**src/rtl/dice_roller_multi_pkg.sv**
```systemverilog
// Shared types and helpers for the multi-die roller: FSM states, widths,
// LFSR polynomial and the rejection-sampling arithmetic.
package dice_pkg;

  localparam int unsigned DIE_W  = 8;
  localparam int unsigned LFSR_W = 32;
  localparam logic [LFSR_W-1:0] LFSR_TAPS = 32'h80200003;

  typedef enum logic [1:0] {
    IDLE,
    ROLL,
    DONE
  } state_t;

  // Largest multiple of sides not above 256; samples at or above it are rejected.
  function automatic logic [8:0] accept_limit(input logic [DIE_W-1:0] sides);
    logic [8:0] s9;
    s9 = {1'b0, sides};
    if (sides == '0) return '0;
    return (9'd256 / s9) * s9;
  endfunction

  function automatic logic [DIE_W-1:0] face_of(input logic [DIE_W-1:0] r,
                                               input logic [DIE_W-1:0] sides);
    if (sides == '0) return '0;
    return (r % sides) + DIE_W'(1);
  endfunction

endpackage

```
**src/rtl/dice_roller_multi_if.sv**
```systemverilog
// Request/result bundle between game control (master) and the roller (slave).
interface dice_roller_multi_if
  import dice_pkg::*;
#(
  parameter int unsigned NUM_DICE  = 4,
  parameter int unsigned MAX_SIDES = 20
);

  localparam int unsigned CNT_W = $clog2(NUM_DICE + 1);
  localparam int unsigned SUM_W = $clog2(NUM_DICE * MAX_SIDES + 1);

  logic                      roll;
  logic [DIE_W-1:0]          sides;
  logic [CNT_W-1:0]          count;
  logic                      busy;
  logic                      done;
  logic                      error;
  logic [NUM_DICE*DIE_W-1:0] dice_values;
  logic [SUM_W-1:0]          total;

  modport master (
    output roll, sides, count,
    input  busy, done, error, dice_values, total
  );

  modport slave (
    input  roll, sides, count,
    output busy, done, error, dice_values, total
  );

endinterface

```
**src/rtl/dice_roller_multi_lfsr.sv**
```systemverilog
// Free-running 32-bit Galois LFSR (x^32+x^22+x^2+x+1). With
// DICE_ROLLER_SEED_LOAD_EN defined, seed_load reloads it from seed_data.
module dice_lfsr
  import dice_pkg::*;
#(
  parameter logic [LFSR_W-1:0] SEED = 32'hACE11234
) (
  input  logic              clock,
  input  logic              reset,
`ifdef DICE_ROLLER_SEED_LOAD_EN
  input  logic              seed_load,
  input  logic [LFSR_W-1:0] seed_data,
`endif
  output logic [LFSR_W-1:0] lfsr
);

  // An all-zero state would lock the register, so zero seeds become 1.
  localparam logic [LFSR_W-1:0] SEED_EFF = (SEED == '0) ? LFSR_W'(1) : SEED;

  logic [LFSR_W-1:0] advanced;

  assign advanced = (lfsr >> 1) ^ (lfsr[0] ? LFSR_TAPS : '0);

  always_ff @(posedge clock or posedge reset) begin
    if (reset) begin
      lfsr <= SEED_EFF;
    end else begin
`ifdef DICE_ROLLER_SEED_LOAD_EN
      if (seed_load) lfsr <= (seed_data == '0) ? LFSR_W'(1) : seed_data;
      else           lfsr <= advanced;
`else
      lfsr <= advanced;
`endif
    end
  end

endmodule

```
**src/rtl/dice_roller_multi.sv**
```systemverilog
// Multi-die roller: rejection-sampled faces from a shared LFSR, results and sum
// published atomically with a done pulse. Optional macro: DICE_ROLLER_SEED_LOAD_EN.
module dice_roller_multi
  import dice_pkg::*;
#(
  parameter int unsigned       NUM_DICE  = 4,
  parameter int unsigned       MAX_SIDES = 20,
  parameter logic [LFSR_W-1:0] SEED      = 32'hACE11234
) (
  input  logic              clock,
  input  logic              reset,
`ifdef DICE_ROLLER_SEED_LOAD_EN
  input  logic              seed_load,
  input  logic [LFSR_W-1:0] seed_data,
`endif
  dice_roller_multi_if.slave bus
);

  localparam int unsigned CNT_W = $clog2(NUM_DICE + 1);
  localparam int unsigned SUM_W = $clog2(NUM_DICE * MAX_SIDES + 1);
  localparam int unsigned DV_W  = NUM_DICE * DIE_W;

  state_t            state, state_next;
  logic [LFSR_W-1:0] lfsr;
  logic              lfsr_unused;
  logic [DIE_W-1:0]  sample, face, sides_q;
  logic [8:0]        limit;
  logic [CNT_W-1:0]  count_q, idx;
  logic [DV_W-1:0]   work, work_next, dice_values_q;
  logic [SUM_W-1:0]  acc, total_q;
  logic              error_q, req_ok, start, accept, last;

  dice_lfsr #(.SEED(SEED)) u_lfsr (
    .clock     (clock),
    .reset     (reset),
`ifdef DICE_ROLLER_SEED_LOAD_EN
    .seed_load (seed_load),
    .seed_data (seed_data),
`endif
    .lfsr      (lfsr)
  );

  assign sample      = lfsr[DIE_W-1:0];
  assign lfsr_unused = ^lfsr[LFSR_W-1:DIE_W];
  assign limit       = accept_limit(sides_q);
  assign face        = face_of(sample, sides_q);

  assign req_ok = (bus.sides >= DIE_W'(2)) && (bus.sides <= DIE_W'(MAX_SIDES)) &&
                  (bus.count >= CNT_W'(1)) && (bus.count <= CNT_W'(NUM_DICE));
  assign start  = (state == IDLE) && bus.roll && req_ok;
  assign accept = (state == ROLL) && ({1'b0, sample} < limit);
  assign last   = (idx == count_q - CNT_W'(1));

  always_comb begin
    work_next = work;
    for (int unsigned i = 0; i < NUM_DICE; i++) begin
      if (idx == CNT_W'(i)) work_next[DIE_W*i +: DIE_W] = face;
    end
  end

  always_ff @(posedge clock or posedge reset) begin
    if (reset) state <= IDLE;
    else       state <= state_next;
  end

  always_comb begin
    state_next = state;
    unique case (state)
      IDLE:    if (start) state_next = ROLL;
      ROLL:    if (accept && last) state_next = DONE;
      DONE:    state_next = IDLE;
      default: state_next = IDLE;
    endcase
  end

  // Results are registered on the final accept so they are already stable
  // throughout the DONE cycle in which done is raised.
  always_ff @(posedge clock or posedge reset) begin
    if (reset) begin
      sides_q       <= '0;
      count_q       <= '0;
      idx           <= '0;
      work          <= '0;
      acc           <= '0;
      dice_values_q <= '0;
      total_q       <= '0;
      error_q       <= 1'b0;
    end else begin
      error_q <= (state == IDLE) && bus.roll && !req_ok;
      if (start) begin
        sides_q <= bus.sides;
        count_q <= bus.count;
        idx     <= '0;
        work    <= '0;
        acc     <= '0;
      end else if (accept) begin
        work <= work_next;
        acc  <= acc + SUM_W'(face);
        idx  <= idx + CNT_W'(1);
        if (last) begin
          dice_values_q <= work_next;
          total_q       <= acc + SUM_W'(face);
        end
      end
    end
  end

  assign bus.busy        = (state != IDLE);
  assign bus.done        = (state == DONE);
  assign bus.error       = error_q;
  assign bus.dice_values = dice_values_q;
  assign bus.total       = total_q;

endmodule

```
**src/flat_wrapper.sv**
```systemverilog
// flat-port wrapper written by rule: the top's interface ports become plain ports
module dice_roller_multi_flat import dice_pkg::*;
#(
  parameter int unsigned       NUM_DICE  = 4,
  parameter int unsigned       MAX_SIDES = 20,
  parameter logic [LFSR_W-1:0] SEED      = 32'hACE11234
)
  (clock, reset, bus_roll, bus_sides, bus_count, bus_busy, bus_done, bus_error, bus_dice_values, bus_total);
  dice_roller_multi_if #(.NUM_DICE(NUM_DICE), .MAX_SIDES(MAX_SIDES)) bus_i ();
  input  logic clock;
  input  logic reset;
  input wire logic [$bits(bus_i.roll)-1:0] bus_roll;
  input wire logic [$bits(bus_i.sides)-1:0] bus_sides;
  input wire logic [$bits(bus_i.count)-1:0] bus_count;
  output wire logic [$bits(bus_i.busy)-1:0] bus_busy;
  output wire logic [$bits(bus_i.done)-1:0] bus_done;
  output wire logic [$bits(bus_i.error)-1:0] bus_error;
  output wire logic [$bits(bus_i.dice_values)-1:0] bus_dice_values;
  output wire logic [$bits(bus_i.total)-1:0] bus_total;
  assign bus_i.roll = bus_roll;
  assign bus_i.sides = bus_sides;
  assign bus_i.count = bus_count;
  assign bus_busy = bus_i.busy;
  assign bus_done = bus_i.done;
  assign bus_error = bus_i.error;
  assign bus_dice_values = bus_i.dice_values;
  assign bus_total = bus_i.total;
  dice_roller_multi #(.NUM_DICE(NUM_DICE), .MAX_SIDES(MAX_SIDES), .SEED(SEED)) u_core (.clock(clock), .reset(reset), .bus(bus_i));
endmodule
```
**config.mk**
```make
export PLATFORM = sky130hd
export DESIGN_NAME = dice_roller_multi_flat
export DESIGN_NICKNAME = d
export VERILOG_FILES = /design/src/rtl/dice_roller_multi_pkg.sv /design/src/rtl/dice_roller_multi_if.sv /design/src/rtl/dice_roller_multi_lfsr.sv /design/src/rtl/dice_roller_multi.sv /design/src/flat_wrapper.sv
export SDC_FILE = /design/constraint.sdc
export NUM_CORES = 1
export LEC_CHECK = 0
export CAP_MARGIN = 20
export CORE_UTILIZATION = 40
export CTS_BUF_LIST = sky130_fd_sc_hd__clkbuf_2
export CTS_CLUSTER_SIZE = 28
export DETAILED_ROUTE_END_ITERATION = 10
export SETUP_SLACK_MARGIN = 0.3
export SYNTH_ARGS = -nofsm -noshare
export SYNTH_HDL_FRONTEND = slang
export SYNTH_SLANG_ARGS = --single-unit
```
**constraint.sdc**
```tcl
create_clock -name clock -period 16.4 [get_ports clock]
set_input_delay 4.92 -clock clock [delete_from_list [all_inputs] [get_ports clock]]
set_output_delay 4.92 -clock clock [all_outputs]
set_load 0.005 [all_outputs]
```
Word-level counts from Yosys, hierarchy flattened. Cells that the tools add are included.

Add/subtract/negate cells: 4. $mul: 1. Divide/modulo/power cells: 2. $lt $le $gt $ge: 5. Equal/unequal tests: 8. Mux-type cells: 19. Bitwise operators: 2. Reductions and logical operators: 16.

Operators with widths (number): $mux 32 (3); $mux 8 (6); $xor 31x32->32 (1); $mux 9 (2); $mux 7 (2); $div 9x8->9 const A (1); $lt 8x9->1 (1); $mul 9x8->9 (1); $add 8x1->8 const B (1); $ge 8x2->1 const B (1); $le 8x5->1 const B (1); $logic_and 1x1->1 (8); $logic_not 8->1 (1); $mod 8x8->8 (1); $add 7x7->7 (1); $eq 3x2->1 const B (2); $mux 3 (2); $mux 2 (2); $pmux 2 s2 (1); $reduce_bool 2->1 (2); $add 3x1->3 const B (1); $eq 3x1->1 const B (1); $eq 3x3->1 (1); $ge 3x1->1 const B (1); other kinds (13) (13).

Register bits after elaboration: 127. Logic and storage cells: 67.

Logic depth before layout (Yosys ltp).
Depth in word-level cells: 8. Gate-level depth with buffers: 83.

By module. A second synthesis with hierarchy kept.

Cell total of the unflattened synthesis: 1194. Area, all modules: 10450.0 um^2.

Modules (own cells, without submodules): dice_roller_multi (times used 1, cells each 1129, area an instance 9385.3 um^2); dice_lfsr (times used 1, cells each 65, area an instance 1064.8 um^2).

Worst setup path after synthesis. OpenSTA, ideal clock, no wires.

Kind: reg-to-reg. From: reg u_core.sides_q[5]. To: reg u_core.work[29]. Library setup time: 0.125 ns. Arrival time: 17.313 ns. Data required time: 16.275 ns. Slack: -1.038 ns. Cell stages (with the launch flop): 79. Buffers on the path: 8. Period minus slack after synthesis: 17.438 ns. Cells stage by stage: dfrtp_1 > buf_6 > or4_1 > buf_4 > nor2_4 > nand2_1 > ha_1 > nor2b_1 > a21o_1 > nand2_1 > ha_1 > buf_1 > and3b_1 > o31ai_1 > ha_1 > a21oi_1 > o31a_1 > a21o_1 > (+43 left out) > ha_1 > inv_1 > fa_1 > inv_1 > ha_1 > a211o_1 > o211ai_1 > nand3_1 > ha_1 > nand2_1 > or2_2 > o221a_2 > and2_1 > a211o_1 > nor3_2 > nand2b_1 > buf_6 > mux2_4.

Longest elaborated chain between the ends: 6. Elaborated cells on any way between the ends: 14. Those cells by class: 1 x add/sub; 1 x mul; 2 x div; 1 x order compare; 6 x mux; 3 x reduce/logical.

Ends and longest elaborated chain: start, declared (line dice_roller_multi.sv:26) `logic [DIE_W-1:0] sample, face, sides_q;`; start signal, assigned (line dice_roller_multi.sv:91) `sides_q <= bus.sides;`; $div 9x8->9, or another cell as far along (line dice_roller_multi_pkg.sv:20) `return (9'd256 / s9) * s9;`; $mul 9x8->9, or another cell as far along (line dice_roller_multi_pkg.sv:20); $mux 9 / $mux 8 (equally long branches) (line dice_roller_multi_pkg.sv:20, dice_roller_multi_pkg.sv:26); $lt 8x9->1 / $mux 8 (equally long branches) (line dice_roller_multi.sv:51, dice_roller_multi.sv:57); $logic_and 1x1->1 / $mux 32 (equally long branches) (line dice_roller_multi.sv:51, dice_roller_multi.sv:96); $reduce_bool 2->1 (no line) / $mux 32 (equally long branches); end signal, assigned (line dice_roller_multi.sv:97) `work <= work_next;`; end, declared (line dice_roller_multi.sv:29) `logic [DV_W-1:0] work, work_next, dice_values_q;`.

Parallel ways exist; a longest one is shown, timed or not. The select of a mux whose other input is x is not followed. A chain may end at the register's enable or synchronous reset.

Worst setup path in the final report.
From: reg u_core.sides_q[6]. To: reg u_core.dice_values_q[24], in the netlist u_core.bus.dice_values[24].

Longest elaborated chain between the ends: 6. Elaborated cells on any way between the ends: 12. Those cells by class: 1 x add/sub; 1 x mul; 2 x div; 1 x order compare; 4 x mux; 3 x reduce/logical.

Ends and longest elaborated chain: $div 9x8->9 / $logic_not 8->1 (equally long branches) (line dice_roller_multi_pkg.sv:20, dice_roller_multi_pkg.sv:19, dice_roller_multi_pkg.sv:25); $mul 9x8->9 / $mux 1 (equally long branches) (line dice_roller_multi_pkg.sv:20, dice_roller_multi_pkg.sv:19, dice_roller_multi_pkg.sv:25); $mux 9 (line dice_roller_multi_pkg.sv:20); $lt 8x9->1 (line dice_roller_multi.sv:51) `assign accept = (state == ROLL) && ({1'b0, sample} < limit);`; $logic_and 1x1->1 (line dice_roller_multi.sv:51); $reduce_and 3->1 (no line); end signal, assigned (line dice_roller_multi.sv:101) `dice_values_q <= work_next;`; end, declared (line dice_roller_multi.sv:29).

Parallel ways exist; a longest one is shown, timed or not.

==> metrics.md <==
| Metric | Value |
|---|---|
| Antenna diodes | `0` |
| RSZ-0062 raised after global routing | `true` |
| Root Buffer Master | `clkbuf_2` |
| Largest net degree at the start of global routing | `73` |
| Outcome | `finished with violations` |
| Final ANT Viol Nets | `0` |
| Port bufs | `55` |
| FILL cells | `~2400` |
| Chip height | `166 um` |
| Clock slew at reported path FFs | `roughly 200 ps` |
| Min Tclk post-route | `about 16000 ps` |
| Post-synthesis sequential area ratio | `between 20% and 30%` |
| Synth unique cells | `93` |
| Final Hold Fails | `0` |
| HP Class | `reg -> reg` |
| Post-synth EDFFs | `0` |
| Family with the most delay on the worst path | `compound AO/OA/AOI/OAI gates` |
| Failing checks | `DRC` |
| Synthesized Nets | `~1300` |
| Crit-path slowest cell | `or4_4` |
| Initial drt markers | `588` |
| Core Area | `approximately 26000 um^2` |
| Most frequent cells in the layout | `dfrtp_1 (114), nand2_1 (102), ha_1 (82)` |
| Final setup TNS | `0 ps` |
| Most Frequent Cell on Critical Path | `ha_4` |
| Fin Hold WS | `between 300 and 400 ps` |
| Mapped cell area | `around 11000 um^2` |
| Clock sink count | `approximately 130` |
| Synth warn | `0` |
| Clk_skew | `between 50 and 60 ps` |
| Area share of the largest cell type after synthesis | `26.6%` |
| Rows | `59` |
| Placed Cells | `1547` |
| Fmax achieved | `about 64 MHz` |
| GR Overflow Total | `0` |
| Gate Count Post-Synth | `1161` |
| Final wirelength | `31400 um` |
| Final core occ | `between 50% and 60%` |
| DRC Markers | `2` |
| Max Cap Violations | `0` |
| Startpoint class of the critical path | `flop` |
| CTS tree | `done` |
| Max-slew violations | `0` |
| Initial antenna violation count | `0` |
| Skew-Pair Late Insertion Delay | `just over 700 ps` |
| Die area | `~27000 um^2` |
| Syn Area/Cell | `a little over 9 um^2` |
| Worst R2R Setup Slack | `approximately 700 ps` |
| Routability congestion estimate | `0.888` |
| Max incr delay on CP | `between 500 and 600 ps` |
| Crit end category | `flop` |
| First-pass GRT wire length | `approximately 48000 um` |
| Max H-tree Level | `4` |
| Via-to-Cell Ratio | `roughly 5.7` |
| Via count | `just over 9000` |
| Synth area leader | `dfrtp_1` |
| Share of cells above drive strength 1 | `25.4%` |
| CTS Hold Buffers Added | `0` |
| Starting Density | `around two fifths` |
| Synth async-reset ratio | `100%` |
| Final std cells w/o fill | `roughly 1600` |
| #FFs+latches synth | `between 100 and 150` |
| Clock buffer depth | `2` |
| WP buf/inv | `7` |
| WL/cell | `~19 um` |
| Crit path max fanout | `6` |
| Required @ worst endpoint | `17000 ps` |
| Tcrit/Tclk final | `roughly 96%` |
| Worst rel slew slack | `a little under two fifths` |
| Top cells by area, synth | `dfrtp_1 (27%), ha_1 (13%), mux2i_1 (4.3%), nand2_1 (3.8%), o21ai_0 (3.7%)` |
| Commonest register cell after synthesis | `dfrtp_1` |
| I/O pin count | `56` |
| DP Wirelength | `between 20000 and 25000 um` |
| GRT Overall Usage | `a little over a fifth` |
| DRT Pass-1 Iters | `8` |
| Least-Margin Pin Slew | `between 900 and 1000 ps` |
| Final number of setup-violating endpoints | `0` |
| CTS buffer count | `17` |
| Final nets | `between 1000 and 1500` |
| Commonest non-fill, non-tap cell in the layout | `dfrtp_1` |
| Worst setup path category | `reg -> reg` |
| Crit path DAT | `16300 ps` |
| Die width | `166 um` |
| Syn-to-layout area delta | `26.1%` |
| Number of global-route vias before repair | `between 8000 and 9000` |
## cells by family (layout without fill, tap and decap cells)
kind of cell,Yosys count,count (layout),synth area share [%]
adders and majority gates,127,127,16.1
and+or+nand+nor,350,350,16.9
muxes,86,86,8.55
buffers and inverters,120,266,4.60
AOI/OAI and AO/OA,298,299,19.6
DFF,127,127,29.8
xor gates and xnor gates,53,53,4.58
## layout make-up
type                            count  area [um^2]  share of cell area (%)
Tap cell                          335          419                    3.10
Timing Repair Buffer              158         1510                    11.1
Clock buffer                       18         90.1                   0.665
Sequential cell                   127         3190                    23.6
Multi-Input combinational cell    915         7840                    57.9
Inverter                           74          297                    2.19
Timing Repair inverter              2         16.3                   0.120
Clock inverter                     14          169                    1.25
## Yosys cell counts, types with 25 or more instances
cell,instances
o21ai_0,79
mux2_2,28
clkbuf_1,33
mux2i_1,46
and2_1,26
xnor2_1,38
a21oi_1,55
dfrtp_1,114
inv_1,69
a21o_1,25
nand2_1,109
ha_1,109
nor2_1,87
## final timing paths
path / startpoint / endpoint / cells after the start
max: u_core.sides_q[6] / u_core.bus.dice_values[24] / 77
min: u_core.u_lfsr.lfsr[27] / u_core.u_lfsr.lfsr[26] / 0
max reg2reg: u_core.sides_q[6] / u_core.bus.dice_values[24] / 77
min reg2reg: u_core.u_lfsr.lfsr[27] / u_core.u_lfsr.lfsr[26] / 0
max in group asynchronous: reset / u_core.work[13] / 3
min in group asynchronous: reset / u_core.bus.total[5] / 2
## sequential cells by signal (all words and copies together) (netlist names)
| name | count |
|---|---|
| u_core.bus.dice_values | 32 |
| u_core.u_lfsr.lfsr | 32 |
| u_core.work | 32 |
| u_core.sides_q | 8 |
| u_core.acc | 7 |
| u_core.bus.total | 7 |
| u_core.count_q | 3 |
| u_core.idx | 3 |
| u_core.state | 2 |
| u_core.bus.error | 1 |
## metrics by stage
| step | worst slack [ps] | area (um^2) |
|---|---|---|
| floorplan | 312 | 10900 |
| global placement | 106 | 11900 |
| detailed placement | -92.5 | 11900 |
| CTS | 301 | 12400 |
| global route | -103 | 13500 |
| finish | 696 | 13500 |
## routing by layer
metal / vias to the layer above / GRT usage (%) / routed length [um]
met2: 229 / 36.0 / 14700
met3: 33 / 3.84 / 1560
met4: 0 / 3.90 / 378
met1: 4590 / 30.4 / 14700
met5: - / 0 / 0
li1: 4454 / - / -
## what timing repair did
action	CTS	global route
cloned	2	7
pin swaps	14	92
resized for setup	14	141
hold endpoints to repair	0	0
setup endpoints to repair	83	83
setup buffers	17	38
Power is left out: the tool's default activity adds up to more than one toggle a clock period on the data nets, which glitch-free logic cannot reach.
